File: src/rtl/regbank_write_port_pkg.sv
// Shared constants and request type for the 16 x 32-bit register bank.
// The read mux and hazard logic use these definitions too.
package regbank_write_port_pkg;

    localparam int REG_W    = 32;
    localparam int NUM_REGS = 16;
    localparam int SEL_W    = 4;

    // One write-back request: destination register and value.
    typedef struct packed {
        logic [SEL_W-1:0] sel;
        logic [REG_W-1:0] data;
    } wr_req_t;

endpackage

File: src/rtl/regbank_write_port_if.sv
// Write-back handshake between the datapath (master) and the register bank write port (slave).
interface regbank_write_port_if
    import regbank_write_port_pkg::*;
#(
    parameter int DATA_W = REG_W,
    parameter int SEL_W  = regbank_write_port_pkg::SEL_W
);
    logic              wr_valid;
    logic              wr_ready;
    logic [SEL_W-1:0]  wr_sel;
    logic [DATA_W-1:0] wr_data;

    modport master (output wr_valid, output wr_sel, output wr_data, input wr_ready);
    modport slave  (input wr_valid, input wr_sel, input wr_data, output wr_ready);
endinterface

File: src/rtl/regbank_wr_decode.sv
// Register-select to one-hot decoder with enable; all zeros when disabled.
module regbank_wr_decode #(
    parameter int SEL_W = 4,
    parameter int N     = 16
) (
    input  logic             en_i,
    input  logic [SEL_W-1:0] sel_i,
    output logic [N-1:0]     onehot_o
);
    generate
        for (genvar gi = 0; gi < N; gi++) begin : g_bit
            assign onehot_o[gi] = en_i && (sel_i == SEL_W'(gi));
        end
    endgenerate
endmodule

File: src/rtl/regbank_write_port.sv
// Write side of the register bank: in-order write queue, one commit per cycle,
// and a pending mask of registers that still have queued writes.
module regbank_write_port
    import regbank_write_port_pkg::*;
#(
    parameter int DEPTH  = 2,
    parameter int DATA_W = REG_W,
    parameter int SEL_W  = regbank_write_port_pkg::SEL_W
) (
    input  logic                 clk,
    input  logic                 rst,
    regbank_write_port_if.slave  wr,
    output logic [DATA_W-1:0]    r0,
    output logic [DATA_W-1:0]    r1,
    output logic [DATA_W-1:0]    r2,
    output logic [DATA_W-1:0]    r3,
    output logic [DATA_W-1:0]    r4,
    output logic [DATA_W-1:0]    r5,
    output logic [DATA_W-1:0]    r6,
    output logic [DATA_W-1:0]    r7,
    output logic [DATA_W-1:0]    r8,
    output logic [DATA_W-1:0]    r9,
    output logic [DATA_W-1:0]    r10,
    output logic [DATA_W-1:0]    r11,
    output logic [DATA_W-1:0]    r12,
    output logic [DATA_W-1:0]    r13,
    output logic [DATA_W-1:0]    r14,
    output logic [DATA_W-1:0]    r15,
    output logic [NUM_REGS-1:0]  pending,
    output logic                 busy
);
    localparam int PTR_W = (DEPTH > 1) ? $clog2(DEPTH) : 1;
    localparam int SLOTS = 1 << PTR_W;   // storage rounded up so any pointer value indexes safely
    localparam int CNT_W = $clog2(DEPTH + 1);

    logic [SEL_W-1:0]  q_sel_q  [SLOTS];
    logic [DATA_W-1:0] q_data_q [SLOTS];
    logic [PTR_W-1:0]  head_q, head_d;
    logic [PTR_W-1:0]  tail_q, tail_d;
    logic [CNT_W-1:0]  count_q, count_d;
    logic [DATA_W-1:0] regs_q [NUM_REGS];

    logic                push;
    logic                pop;
    logic [NUM_REGS-1:0] commit_we;
    logic [DEPTH-1:0]    entry_occ;
    logic [NUM_REGS-1:0] entry_mask [DEPTH];

    function automatic logic [PTR_W-1:0] ptr_inc(input logic [PTR_W-1:0] p);
        return (int'(p) == DEPTH - 1) ? '0 : p + 1'b1;
    endfunction

    // Ready depends only on registered occupancy (and reset), never on valid or the commit.
    assign wr.wr_ready = (count_q < CNT_W'(DEPTH)) && !rst;
    assign push        = wr.wr_valid && wr.wr_ready;
    assign pop         = (count_q != '0);
    assign busy        = (count_q != '0);

    // Pointer and occupancy next-state; a simultaneous push and pop leaves count unchanged.
    always_comb begin
        head_d  = pop  ? ptr_inc(head_q) : head_q;
        tail_d  = push ? ptr_inc(tail_q) : tail_q;
        count_d = count_q;
        if (push && !pop) begin
            count_d = count_q + 1'b1;
        end else if (pop && !push) begin
            count_d = count_q - 1'b1;
        end
    end

    // Queue control state; reset discards every queued entry.
    always_ff @(posedge clk) begin
        if (rst) begin
            head_q  <= '0;
            tail_q  <= '0;
            count_q <= '0;
        end else begin
            head_q  <= head_d;
            tail_q  <= tail_d;
            count_q <= count_d;
        end
    end

    // Queue storage: payload is only meaningful where count says so, so it needs no reset.
    always_ff @(posedge clk) begin
        if (push) begin
            q_sel_q[tail_q]  <= wr.wr_sel;
            q_data_q[tail_q] <= wr.wr_data;
        end
    end

    regbank_wr_decode #(.SEL_W(SEL_W), .N(NUM_REGS)) u_commit_dec (
        .en_i     (pop),
        .sel_i    (q_sel_q[head_q]),
        .onehot_o (commit_we)
    );

    // Register array: head entry lands in its destination register on each commit.
    always_ff @(posedge clk) begin
        if (rst) begin
            for (int i = 0; i < NUM_REGS; i++) begin
                regs_q[i] <= '0;
            end
        end else begin
            for (int i = 0; i < NUM_REGS; i++) begin
                if (commit_we[i]) begin
                    regs_q[i] <= q_data_q[head_q];
                end
            end
        end
    end

    // Each slot contributes its destination bit while it sits between head and head+count.
    generate
        for (genvar gi = 0; gi < DEPTH; gi++) begin : g_entry
            assign entry_occ[gi] = ((gi + DEPTH - int'(head_q)) % DEPTH) < int'(count_q);

            regbank_wr_decode #(.SEL_W(SEL_W), .N(NUM_REGS)) u_pend_dec (
                .en_i     (entry_occ[gi]),
                .sel_i    (q_sel_q[gi]),
                .onehot_o (entry_mask[gi])
            );
        end
    endgenerate

    // Pending mask is the OR of all occupied entries' one-hot destinations.
    always_comb begin
        pending = '0;
        for (int i = 0; i < DEPTH; i++) begin
            pending = pending | entry_mask[i];
        end
    end

    assign r0  = regs_q[0];
    assign r1  = regs_q[1];
    assign r2  = regs_q[2];
    assign r3  = regs_q[3];
    assign r4  = regs_q[4];
    assign r5  = regs_q[5];
    assign r6  = regs_q[6];
    assign r7  = regs_q[7];
    assign r8  = regs_q[8];
    assign r9  = regs_q[9];
    assign r10 = regs_q[10];
    assign r11 = regs_q[11];
    assign r12 = regs_q[12];
    assign r13 = regs_q[13];
    assign r14 = regs_q[14];
    assign r15 = regs_q[15];
endmodule

File: src/flat_wrapper.sv
// flat-port wrapper written by rule: the top's interface ports become plain ports
module regbank_write_port_flat import regbank_write_port_pkg::*;
#(
    parameter int DEPTH  = 2,
    parameter int DATA_W = REG_W,
    parameter int SEL_W  = regbank_write_port_pkg::SEL_W
)
  (clk, rst, r0, r1, r2, r3, r4, r5, r6, r7, r8, r9, r10, r11, r12, r13, r14, r15, pending, busy, wr_wr_valid, wr_wr_sel, wr_wr_data, wr_wr_ready);
  regbank_write_port_if #(.DATA_W(DATA_W), .SEL_W(SEL_W)) wr_i ();
  input  logic clk;
  input  logic rst;
  output logic [DATA_W-1:0] r0;
  output logic [DATA_W-1:0] r1;
  output logic [DATA_W-1:0] r2;
  output logic [DATA_W-1:0] r3;
  output logic [DATA_W-1:0] r4;
  output logic [DATA_W-1:0] r5;
  output logic [DATA_W-1:0] r6;
  output logic [DATA_W-1:0] r7;
  output logic [DATA_W-1:0] r8;
  output logic [DATA_W-1:0] r9;
  output logic [DATA_W-1:0] r10;
  output logic [DATA_W-1:0] r11;
  output logic [DATA_W-1:0] r12;
  output logic [DATA_W-1:0] r13;
  output logic [DATA_W-1:0] r14;
  output logic [DATA_W-1:0] r15;
  output logic [NUM_REGS-1:0] pending;
  output logic busy;
  input wire logic [$bits(wr_i.wr_valid)-1:0] wr_wr_valid;
  input wire logic [$bits(wr_i.wr_sel)-1:0] wr_wr_sel;
  input wire logic [$bits(wr_i.wr_data)-1:0] wr_wr_data;
  output wire logic [$bits(wr_i.wr_ready)-1:0] wr_wr_ready;
  assign wr_i.wr_valid = wr_wr_valid;
  assign wr_i.wr_sel = wr_wr_sel;
  assign wr_i.wr_data = wr_wr_data;
  assign wr_wr_ready = wr_i.wr_ready;
  regbank_write_port #(.DEPTH(DEPTH), .DATA_W(DATA_W), .SEL_W(SEL_W)) u_core (.clk(clk), .rst(rst), .wr(wr_i), .r0(r0), .r1(r1), .r2(r2), .r3(r3), .r4(r4), .r5(r5), .r6(r6), .r7(r7), .r8(r8), .r9(r9), .r10(r10), .r11(r11), .r12(r12), .r13(r13), .r14(r14), .r15(r15), .pending(pending), .busy(busy));
endmodule
File: config.mk
export PLATFORM = sky130hd
export DESIGN_NAME = regbank_write_port_flat
export DESIGN_NICKNAME = d
export VERILOG_FILES = /design/src/rtl/regbank_write_port_pkg.sv /design/src/rtl/regbank_write_port_if.sv /design/src/rtl/regbank_wr_decode.sv /design/src/rtl/regbank_write_port.sv /design/src/flat_wrapper.sv
export SDC_FILE = /design/constraint.sdc
export NUM_CORES = 1
export LEC_CHECK = 0
export BUFFER_PORTS_ARGS = -buffer_cell sky130_fd_sc_hd__buf_2
export CORE_AREA = 2 2 220 222
export DETAILED_ROUTE_END_ITERATION = 6
export DIE_AREA = 0 0 222 224
export PLACE_DENSITY = 0.69
export SKIP_CTS_REPAIR_TIMING = 1
export SLEW_MARGIN = 20
export SYNTH_ARGS = -nofsm -noshare
export SYNTH_HDL_FRONTEND = slang
export SYNTH_HIERARCHICAL = 1
export SYNTH_SLANG_ARGS = --single-unit
File: constraint.sdc
create_clock -name clk -period 5.5 [get_ports clk]
set_input_delay 0.55 -clock clk [delete_from_list [all_inputs] [get_ports clk]]
set_output_delay 0.55 -clock clk [all_outputs]
set_load 0.01 [all_outputs]
== Word-level counts from Yosys, hierarchy flattened ==
Memory sizes are Yosys's and may differ from the RTL's. A register that Yosys moved wholly into a read port is not among the register bits.
Index checks and enable logic that the tools add are counted.

* Register bits: 4
* Bits in writable memories: 584
* Word-level logic and storage cells: 215
* Memories kept: 3

* Add/subtract/negate cells: 6
* Order comparisons: 3
* Equality and inequality tests: 45
* Muxes and demuxes: 76
* Bitwise logic cells: 19
* Reduce and logical (&&, ||, !) cells: 60

{| class="wikitable"
|+ Memory list
! name !! depth !! bits a word !! rd ports !! clocked after memory_dff !! write ports !! RTL line !! source
|-
| u_core.regs_q || 16 || 32 || 16 || 0 || 16 || regbank_write_port.sv:41 || <nowiki>logic [DATA_W-1:0] regs_q [NUM_REGS];</nowiki>
|-
| u_core.q_data_q || 2 || 32 || 1 || 1 || 1 || regbank_write_port.sv:37 || <nowiki>logic [DATA_W-1:0] q_data_q [SLOTS];</nowiki>
|-
| u_core.q_sel_q || 2 || 4 || 3 || 1 || 1 || regbank_write_port.sv:36 || <nowiki>logic [SEL_W-1:0] q_sel_q [SLOTS];</nowiki>
|}

{| class="wikitable"
|+ Operators with widths
! kind !! count
|-
| $mux W32 || 16
|-
| $eq A4 B4 Y1 const B || 24
|-
| $mux W1 || 58
|-
| $logic_and A1 B1 Y1 || 52
|-
| $eq A4 B3 Y1 const B || 12
|-
| $eq A4 B2 Y1 const B || 6
|-
| $or A1 B1 Y1 || 16
|-
| $or A16 B16 Y16 || 1
|-
| $eq A4 B1 Y1 const B || 3
|-
| $logic_not A4 Y1 || 3
|-
| $lt A2 B3 Y1 || 2
|-
| $sub A2 B1 Y3 const A || 2
|-
| $mux W2 || 2
|-
| $reduce_bool A2 Y1 || 2
|-
| $logic_not A1 Y1 || 3
|-
| $add A1 B1 Y1 const B || 2
|-
| $add A2 B1 Y2 const B || 1
|-
| $and A1 B1 Y1 || 2
|-
| $lt A2 B2 Y1 const B || 1
|-
| $sub A2 B1 Y2 const B || 1
|}

== Logic depth before layout (Yosys ltp) ==
* Depth in word-level cells: 7
* Depth in mapped cells: 8
* Mapped depth without buffers: 6

== Modules after synthesis ==
Netlist, hierarchy kept.

{| class="wikitable"
|+ By module, submodules not included
! module !! instances !! cells an instance !! area each (sq um) !! sequential area each (sq um)
|-
| regbank_write_port || 1 || 1114 || 20343.3 || 17636.9
|-
| regbank_wr_decode || 3 || 23 || 117.6 || 0.0
|}

== Worst setup path after synthesis ==
OpenSTA, ideal clock, no wires.

* Path type: input-to-reg
* From: input port rst
* To: memory u_core/q_data_q[0][0] (netlist name) (enable)
* Library setup time: 0.433 ns
* Data arrival time: 2.731 ns
* Slack: 2.335 ns
* Stages on the path: 4
* Path buffers: 1
* Path through: buf_2 > nor2_1 > and2_1 > nor2b_1

* Longest elaborated chain between the ends: 5

{| class="wikitable"
|+ Ends and longest elaborated chain
! what !! RTL line !! source
|-
| start: declaration || flat_wrapper.sv:11 || <nowiki>input logic rst;</nowiki>
|-
| $logic_not A1 Y1 || regbank_write_port.sv:54 || <nowiki>assign wr.wr_ready = (count_q < CNT_W'(DEPTH)) && !rst;</nowiki>
|-
| $logic_and A1 B1 Y1 || regbank_write_port.sv:54 ||
|-
| via wr_wr_ready || flat_wrapper.sv:33 || <nowiki>output wire logic [$bits(wr_i.wr_ready)-1:0] wr_wr_ready;</nowiki>
|-
| $logic_and A1 B1 Y1 || regbank_write_port.sv:55 || <nowiki>assign push = wr.wr_valid && wr.wr_ready;</nowiki>
|-
| via u_core.push || regbank_write_port.sv:43 || <nowiki>logic push;</nowiki>
|-
| $mux W1 || regbank_write_port.sv:86 || <nowiki>if (push) begin</nowiki>
|-
| $mux W1 (not written as such) || regbank_write_port.sv:88 || <nowiki>q_data_q[tail_q] <= wr.wr_data;</nowiki>
|-
| end: declaration || regbank_write_port.sv:37 ||
|}

The timed path passes the listed nets, and every way through them passes these cells.

==> summary.md <==
| Metric | Value |
|---|---|
| Outcome | finished, final reports clean |
| Final WL | 57,800 µm |
| Fin. max-slew vios | 0 |
| Cell taking the most area after synthesis | edfxtp_1 |
| Highest clock rate | 325 MHz |
| Top cell type's share of synthesized area | 0.847 |
| DR WL/cell | 23.8 µm |
| P_sw | 2980 µW |
| Initial Util | 0.437 |
| DR vias/cell | 5.10 |
| Worst setup EP type | register |
| I/O Buffers | 568 |
| Most common cell after layout, fill and taps aside | edfxtp_1 |
| Slowest Stage Delay on Critical Path | 0.72 ns |
| Cell area after layout | 0.0258 mm² |
| Leading cell types in the layout, fill and taps excluded | edfxtp_1, buf_2, nor2_1, clkbuf_16, buf_4 |
| Clk buf depth | 3 |
| DRC violations left | 0 |
| Critical path arrival | 3.28 ns |
| Max rail drop VDD | 0.282 mV |
| Placed Area | 0.0241 mm² |
| Placed Cells | 2,327 |
| # H-tree levels | 2 |
| Pleak | 0.0108 µW |
| Final #Nets | 1,810 |
| Yosys warns | 6 |
| Seq pwr share | 0.515 |
| Drt pass-1 iters | 5 |
| Core area | 0.0473 mm² |
| Worst-path cell chain | buf_4 > mux2_2 > or3b_4 > nor3_2 > or2_2 |
| Sw Share | 0.270 |
| Detailed-route via count | 12.4k |
| Internal Pwr Total | 8040 µW |
| ANT nets after route | 0 |
| Setup Skew | 0.0232 ns |
| IO Count | 569 |
| Clk pwr share | 0.326 |
| Post-Syn Nets | 1,223 |
| Root buffer cell | clkbuf_16 |
| Final period util | 0.559 |
| Largest net degree at the start of global routing | 65 |
| Max-cap viol count | 0 |
| Yosys reg bits | 589 |
| Fin util | 0.545 |
| DP HPWL | 40,300 µm |
| Post-Synthesis Cells | 1,183 |
| Initial antenna violation count | 0 |
| Die Y | 224 µm |
| Min cycle time layout | 3.08 ns |
| Aggregate negative setup slack | 0 ns |
| Tot GR Track Use | 0.226 |
| Power Dens Cells | 427 mW/mm² |
| Row Count | 80 |
| Hold WC Path Type | in2reg |
| Yosys cell types | 31 |
| Area contributors post-synth | edfxtp_1, nor2_1, mux2i_1 |
| RSZ-0062 raised after global routing | no |
| Antenna Cells | 0 |
| Non-Filler Instances | 2,426 |
| Synth-to-Final Area Change | 24.6% |
| Logic pwr share | 0.159 |
| Hold slack | 0.150 ns |
| Share of layout cells above drive strength 1 | 0.426 |
| WP buf/inv | 1 |
| Die width | 222 µm |
| Max_slew headroom | 0.262 |
| Syn_area_per_cell | 17.5 µm² |
| Vias in the first global route | 12.0k |
| Number of DRC markers in iteration 0 | 1,102 |
| CTS tree | yes |
| Top delay family on crit path | simple AND/OR/NAND/NOR gates |
| Crit path kind | reg2reg |
| Slowest CP cell | or2_2 |
| First-pass GRT wire length | 80,900 µm |
| Post-synthesis sequential area ratio | 0.852 |
| Die area | 0.0497 mm² |
| Total grt overflow | 0 |
| Clk sinks | 589 |
| Synthesized cell area | 0.0207 mm² |
| Startpoint types | register |
| Req. time, crit path | 5.70 ns |
| CTS Buf Count | 56 |
| Peak fanout along the critical path | 36 |
| Layout fillers | 3,737 |
| Final setup viols | 0 |
| Final Hold Vio Count | 0 |
| Clock Latency Late Sink | 0.60 ns |
| RePlAce Congestion | 0.823 |
| Clock transition at path regs | 0.06 ns |
| Measured slew at the worst slew-check pin | 1.09 ns |
| Register Area | 0.0176 mm² |
| Hold Path Origin | wr_wr_data[11] |
| Footprint of the multi-input gates | 0.00258 mm² |
-- stage by stage --
stage	setup WS (ns)	total power [µW]
after CTS	2.41	11100
after detailed placement	2.37	7530
after global routing	2.27	11400
after floorplan	2.34	6660
after global placement	2.48	7490
final	2.42	11000
-- per-layer routing --
metal,GRT usage,up-vias,routed length [µm]
met4,0.0721,0,1340
met1,0.293,6269,22700
li1,-,5369,-
met5,0,-,0
met3,0.0560,81,4780
met2,0.377,650,28900
-- path summary, 6_finish.rpt --
path / to / slack [ns] / cells after the start
setup reg to reg: u_core/regs_q[0][18] / 2.42 / 5
setup / recovery: u_core/regs_q[0][18] / 2.42 / 5
hold / removal: u_core/q_data_q[0][11] / 0.15 / 1
hold reg to reg: u_core/count_q[1] / 0.58 / 2
-- flip-flops by register name, summed over array words and instances (netlist names), named ones only --
| signal | cells |
|---|---|
| u_core/head_q | 1 |
| u_core/q_sel_q | 8 |
| u_core/tail_q | 1 |
| u_core/q_data_q | 64 |
| u_core/count_q | 2 |
| u_core/regs_q | 512 |
-- cell type report --
| type | count | share of cell area |
|---|---|---|
| tap | 615 | 0.0298 |
| clock buffer | 63 | 0.0553 |
| timing repair buffer | 602 | 0.120 |
| multi-input combinational | 519 | 0.100 |
| sequential | 589 | 0.684 |
| inverter | 2 | 0.000291 |
| clock inverter | 36 | 0.0104 |
-- cells in the mapped netlist --
master	instances
a21o_1	2
a21oi_1	1
and2_1	1
and3_1	1
buf_12	2
buf_2	24
buf_6	28
buf_8	1
clkbuf_1	18
dfxtp_1	5
edfxtp_1	584
ha_1	1
inv_1	2
mux2_2	4
mux2i_1	32
nand2_1	3
nand2b_1	14
nand2b_4	2
nand3_1	3
nand3b_1	6
nor2_1	374
nor2_2	20
nor2b_1	2
nor3_1	9
nor3_2	3
o21ai_0	1
or2_2	32
or3_1	1
or3b_4	3
xnor2_1	2
xor2_1	2
-- worst register-to-register path: cells and delay by family (launching register included) --
kind / cells / cell delay, ns
AND/OR/NAND/NOR: 3 / 1.35
multiplexers: 1 / 0.45
flip-flops: 1 / 0.31
buffers and inverters: 1 / 0.56
-- kinds of logic (layout without fill, tap and decap cells) --
family / Yosys count / in the layout / share of synthesized area
flip-flops: 589 / 589 / 0.852
AND/OR/NAND/NOR: 474 / 474 / 0.0993
buffers and inverters: 75 / 703 / 0.0273
multiplexers: 36 / 36 / 0.0177
AO/OA/AOI/OAI: 4 / 4 / 0.00121
XOR/XNOR: 4 / 4 / 0.00169
adder cells (fa/ha/maj): 1 / 1 / 0.000604
-- power by group through the flow --
stage	registers (µW)	clock network (µW)	logic, µW
global route	5720	3810	1850
detailed placement	5770	0	1760
global placement	5750	0	1730
CTS	5680	3650	1760
floorplan	5960	0	696
finish	5670	3590	1750
Note: power is estimated with default switching activity, not from simulation.
